## src/rtl/fft_trivial_twiddle_align.sv

```systemverilog
// Latency-matched bypass for the untwiddled / trivially-twiddled radix-4 DIT branches:
// exact rotation by 1, -j, -1 or +j, rescaled to multiplier-product scale, delayed LATENCY cycles.
module fft_trivial_twiddle_align #(
  parameter  int DATA_WIDTH = 21,
  parameter  int TWID_WIDTH = 16,
  parameter  int SHIFT      = 15,
  parameter  int LATENCY    = 4,
  parameter  int LANES      = 1,
  localparam int OUT_WIDTH  = DATA_WIDTH + TWID_WIDTH + 1
) (
  input  logic                          clk,
  input  logic                          rst_n,
  input  logic                          sclr,
  input  logic                          in_valid,
  input  logic                          in_sof,
  input  logic [1:0]                    rot,
  input  logic [LANES*DATA_WIDTH-1:0]   a_r,
  input  logic [LANES*DATA_WIDTH-1:0]   a_i,
  output logic                          out_valid,
  output logic                          out_sof,
  output logic [LANES*OUT_WIDTH-1:0]    b_r,
  output logic [LANES*OUT_WIDTH-1:0]    b_i,
  output logic                          busy
);

  // Handshake: valid-only streaming, no ready. A sample is accepted on every rising edge
  // where in_valid=1 and sclr=0, and is presented exactly LATENCY edges later with out_valid=1.

  localparam int VW = LANES * OUT_WIDTH;

  logic [VW-1:0] rot_r;
  logic [VW-1:0] rot_i;

  for (genvar k = 0; k < LANES; k++) begin : g_lane
    logic signed [OUT_WIDTH-1:0] r_ext;
    logic signed [OUT_WIDTH-1:0] i_ext;
    logic signed [OUT_WIDTH-1:0] xr;
    logic signed [OUT_WIDTH-1:0] xi;

    // Sign-extend before negating so that -(-2^(DATA_WIDTH-1)) is exact.
    assign r_ext = OUT_WIDTH'($signed(a_r[k*DATA_WIDTH +: DATA_WIDTH]));
    assign i_ext = OUT_WIDTH'($signed(a_i[k*DATA_WIDTH +: DATA_WIDTH]));

    always_comb begin
      xr = r_ext;
      xi = i_ext;
      case (rot)
        2'd0: begin xr = r_ext;  xi = i_ext;  end
        2'd1: begin xr = i_ext;  xi = -r_ext; end
        2'd2: begin xr = -r_ext; xi = -i_ext; end
        default: begin xr = -i_ext; xi = r_ext; end
      endcase
    end

    assign rot_r[k*OUT_WIDTH +: OUT_WIDTH] = xr <<< SHIFT;
    assign rot_i[k*OUT_WIDTH +: OUT_WIDTH] = xi <<< SHIFT;
  end

  logic [LATENCY-1:0] vld_q;
  logic [LATENCY-1:0] sof_q;
  logic [VW-1:0]      dr_q [LATENCY];
  logic [VW-1:0]      di_q [LATENCY];

  always_ff @(posedge clk or negedge rst_n) begin
    if (!rst_n) begin
      vld_q <= '0;
      sof_q <= '0;
    end else if (sclr) begin
      vld_q <= '0;
      sof_q <= '0;
    end else begin
      vld_q[0] <= in_valid;
      sof_q[0] <= in_valid & in_sof;
      for (int n = 1; n < LATENCY; n++) begin
        vld_q[n] <= vld_q[n-1];
        sof_q[n] <= sof_q[n-1];
      end
    end
  end

  // Data stages only advance behind a valid bit, so outputs hold the last result across bubbles.
  always_ff @(posedge clk or negedge rst_n) begin
    if (!rst_n) begin
      for (int n = 0; n < LATENCY; n++) begin
        dr_q[n] <= '0;
        di_q[n] <= '0;
      end
    end else begin
      if (in_valid && !sclr) begin
        dr_q[0] <= rot_r;
        di_q[0] <= rot_i;
      end
      for (int n = 1; n < LATENCY; n++) begin
        if (vld_q[n-1]) begin
          dr_q[n] <= dr_q[n-1];
          di_q[n] <= di_q[n-1];
        end
      end
    end
  end

  assign out_valid = vld_q[LATENCY-1];
  assign out_sof   = sof_q[LATENCY-1];
  assign b_r       = dr_q[LATENCY-1];
  assign b_i       = di_q[LATENCY-1];
  assign busy      = |vld_q;

endmodule
```

## config.mk

```make
export PLATFORM = sky130hd
export DESIGN_NAME = fft_trivial_twiddle_align
export DESIGN_NICKNAME = d
export VERILOG_FILES = /design/src/rtl/fft_trivial_twiddle_align.sv
export SDC_FILE = /design/constraint.sdc
export NUM_CORES = 1
export LEC_CHECK = 0
export ABC_AREA = 1
export ABC_CLOCK_PERIOD_IN_PS = 1300
export BUFFER_PORTS_ARGS = -buffer_cell sky130_fd_sc_hd__buf_2
export CAP_MARGIN = 10
export CORE_ASPECT_RATIO = 0.75
export CORE_MARGIN = 10
export CORE_UTILIZATION = 50
export CTS_BUF_LIST = sky130_fd_sc_hd__clkbuf_4
export DETAILED_ROUTE_END_ITERATION = 16
export HOLD_SLACK_MARGIN = 0.06
export PLACE_DENSITY_LB_ADDON = 0.12
export SLEW_MARGIN = 0
export SYNTH_ARGS = -nofsm -noshare
export SYNTH_HDL_FRONTEND = slang
export SYNTH_SLANG_ARGS = --single-unit
```

## constraint.sdc

```tcl
create_clock -name clk -period 1.3 [get_ports clk]
set_input_delay 0.26 -clock clk [delete_from_list [all_inputs] [get_ports clk]]
set_output_delay 0.26 -clock clk [all_outputs]
set_load 0.005 [all_outputs]
```

==> qor.yml <==
run_status:
  outcome: "finished, violations left"
  violations: "setup timing"
sta:
  maxSlewHeadroom_pct: 59.1
  hold_viol: 0
  min_period_ns: 1.56
  setup_viol: 49
  worst_slack_ns: -0.260
  fin_crit_sh_pct: 120
  rsz0062_at_grt: "true"
  drv_slew: 0
  clock.fmax_ghz: 0.641
  tightest_slew_ns: 0.613
  skew_ns: 0.0290
  tns_ns: -4.22
worst_hold_path:
  hold_start: "a_i[1]"
  hold_class: "input port to register"
worst_setup_path:
  crit_slowest_cell: "dfrtp_1"
  crit_path_start_kind: "register"
  cp_max_fo: 2
  startpoint: "vld_q[2]"
  crit_path_end_kind: "output port"
  critPathCapture: "busy"
  cpPeakStageDelay_ns: 0.42
  critPathBufInv: 1
  cp.required_ns: 1.04
  reg2reg_slack_ns: 0.05
  r2r_start: "vld_q[2]"
  r2r_end: "b_r[35]"
  crit_arrival_ns: 1.30
  path_cells: "nor2_1 > nand3_1 > buf_2"
  cp_num_cells: 3
  critical_path_class: "register to output port"
  cp_top_family: "flip-flops"
  r2r_cells: 6
global_routing:
  grt_pass1_vias: 8573
  antenna_found_initial: 1
  grt_usage_pct: 22.7
  grt_max_degree: 48
  grt_pass1_wl_um: 47100
  grt.overflow.total: 0
clock_tree:
  clockBufferDepth: 2
  clock_latency_ns: 0.59
  cts_tree: "done"
  cts_buffers: 17
  htreeDepth: 4
  clkSinkCount: 192
  cts_root_buffer: "clkbuf_4"
  clk_pin_slew_worst_paths_ns: 0.17
pwr:
  leakage_nw: 6.82
  cellPowerDensity_mw_per_mm2: 1170
  peakVddDrop_mv: 0.640
  p_total_w: 0.0143
synth:
  ys_top_cells_by_count: "617 x nand2_1, 192 x dfrtp_1, 82 x buf_4, 82 x nor2_1, 71 x nand3_1"
  ys_seq_elements: 192
  yosysSeqAreaShare_pct: 48.1
  yosysUniqueCellTypes: 37
  netlist_area_mm2: 0.00999
  synthCells: 1320
  yosysWarnings: 0
  post-synth-top-count-cell: "nand2_1"
  synth_top_area_share_pct: 48.1
  synth_largest_area_cell: "dfrtp_1"
  avgSynthCellArea_um2: 7.57
  synthTopCellsByArea: "dfrtp_1 48%, nand2_1 23%, buf_4 6.2%"
  synth_edf_count: 0
  yosys_most_used_dff: "dfrtp_1"
  async_flop_share_pct: 100
detailed_routing:
  ant_nets: 0
  drc_errors: 0
  viasPerCell: 5.02
  vias: 9083
  routed_wirelength_um: 29300
  first_pass_iters: 5
  initialDrtViolationCount: 953
  wire_per_inst_um: 16.2
final_layout:
  area_growth_pct: 22.6
  drive_above_1_share_pct: 24.7
  final_nets: 1593
die:
  initial_utilization_pct: 51.2
  core_area_mm2: 0.0195
  io_pins: 128
  die_width_um: 183
  rows: 44
  dieArea_mm2: 0.0261
  die-height_um: 142
flow_run:
  maxCapViolCount: 0
placement:
  portBuffers: 97
  gp_congestion: 0.989
  hpwl_um: 22400
## layer usage
| layer | up-vias | GRT usage [%] | part of all wire (%) |
|---|---|---|---|
| li1 | 4469 | - | - |
| met1 | 4265 | 34.4 | 50 |
| met2 | 331 | 31.9 | 41 |
| met3 | 18 | 5.54 | 7.9 |
| met4 | 0 | 4.26 | 0.85 |
| met5 | - | 0 | 0 |
## registers in the layout, summed over array words and instances (netlist names)
signal / cells
sof_q: 4
b_i: 23
dr_q: 69
b_r: 23
vld_q: 4
di_q: 69
## worst min-delay path by stage
stage	to	slack [ns]	cells after the start
6_report	di_q[130]	0.10	4
5_1_grt	di_q[63]	0.07	2
4_1_cts	di_q[130]	0.07	4
3_5_place_dp	di_q[59]	0.20	1
3_3_place_gp	di_q[59]	0.20	1
2_1_floorplan	b_i[15]	-0.04	0
## cells in the final DEF (no fill, tap or decap), drive strengths merged
cell type and n:
clkinv 6, xor2 14, nand3b 2, a221oi 13
inv 67, o22ai 5, nor2 100, or2 1
buf 301, nand4 6, nor3 1, xnor2 3
dlygate4sd3 8, o21ai 41, nand2 623, nand3 75
dfrtp 192, ha 2, diode 1, and2 1
a21oi 33, conb 30, a21o 1, clkbuf 18
o211ai 5, clkinvlp 2, o221ai 4
## layout make-up
| type | instances | area (µm²) |
|---|---|---|
| Inverter | 61 | 231 |
| Tap cell | 253 | 317 |
| Clock buffer | 17 | 128 |
| Fill cell | 1799 | 7240 |
| Sequential cell | 192 | 4800 |
| Clock inverter | 14 | 148 |
| Multi-Input combinational cell | 960 | 4230 |
| Antenna cell | 1 | 2.50 |
| Timing Repair Buffer | 310 | 2380 |
## cells by family (layout without fill, tap and decap cells)
kind of cell               Yosys count  count (layout)  share of synthesized area (%)
and+or+nand+nor                    809             809                           33.0
buffers and inverters              197             402                           10.9
DFF                                192             192                           48.1
AOI/OAI and AO/OA                  102             102                           6.13
xor gates and xnor gates            17              17                           1.57
adders and majority gates            2               2                          0.251
other                                1              31                         0.0375
## repair_timing
item                                    4_1_cts  5_1_grt
endpoints found under the hold margin       203        0
resized for setup                             3        0
pin swaps                                     0        1
endpoints found under the setup margin       49       49
hold buffers                                  8        0
cloned                                        0        0
setup buffers                                30       18
## through the flow
step | std cells | setup slack (ns) | utilization (%) | hold WS, ns | instance area [µm²]
finish | 1808 | -0.260 | 62.8 | 0.105 | 12200
global route | 1808 | -0.349 | 62.8 | 0.0747 | 12200
CTS | 1789 | -0.283 | 62.1 | 0.0737 | 12100
detailed placement | 1720 | -0.465 | 59.1 | 0.196 | 11500
global placement | 1720 | -0.440 | 59.1 | 0.200 | 11500
floorplan | 1349 | 0.0121 | - | -0.0356 | 10100
## worst min-delay path, delay by kind of cell
family | cells | cell delay [ns]
buf+inv | 2 | 0.23
compound gates | 2 | 0.17
## power breakdown
part,internal (W),total (W),switching (W)
Sequential,0.00707,0.00767,0.000600
Combinational,0.00164,0.00343,0.00179
Clock,0.000855,0.00318,0.00232
Total,0.00956,0.0143,0.00472
(Power assumes the default switching activity.)
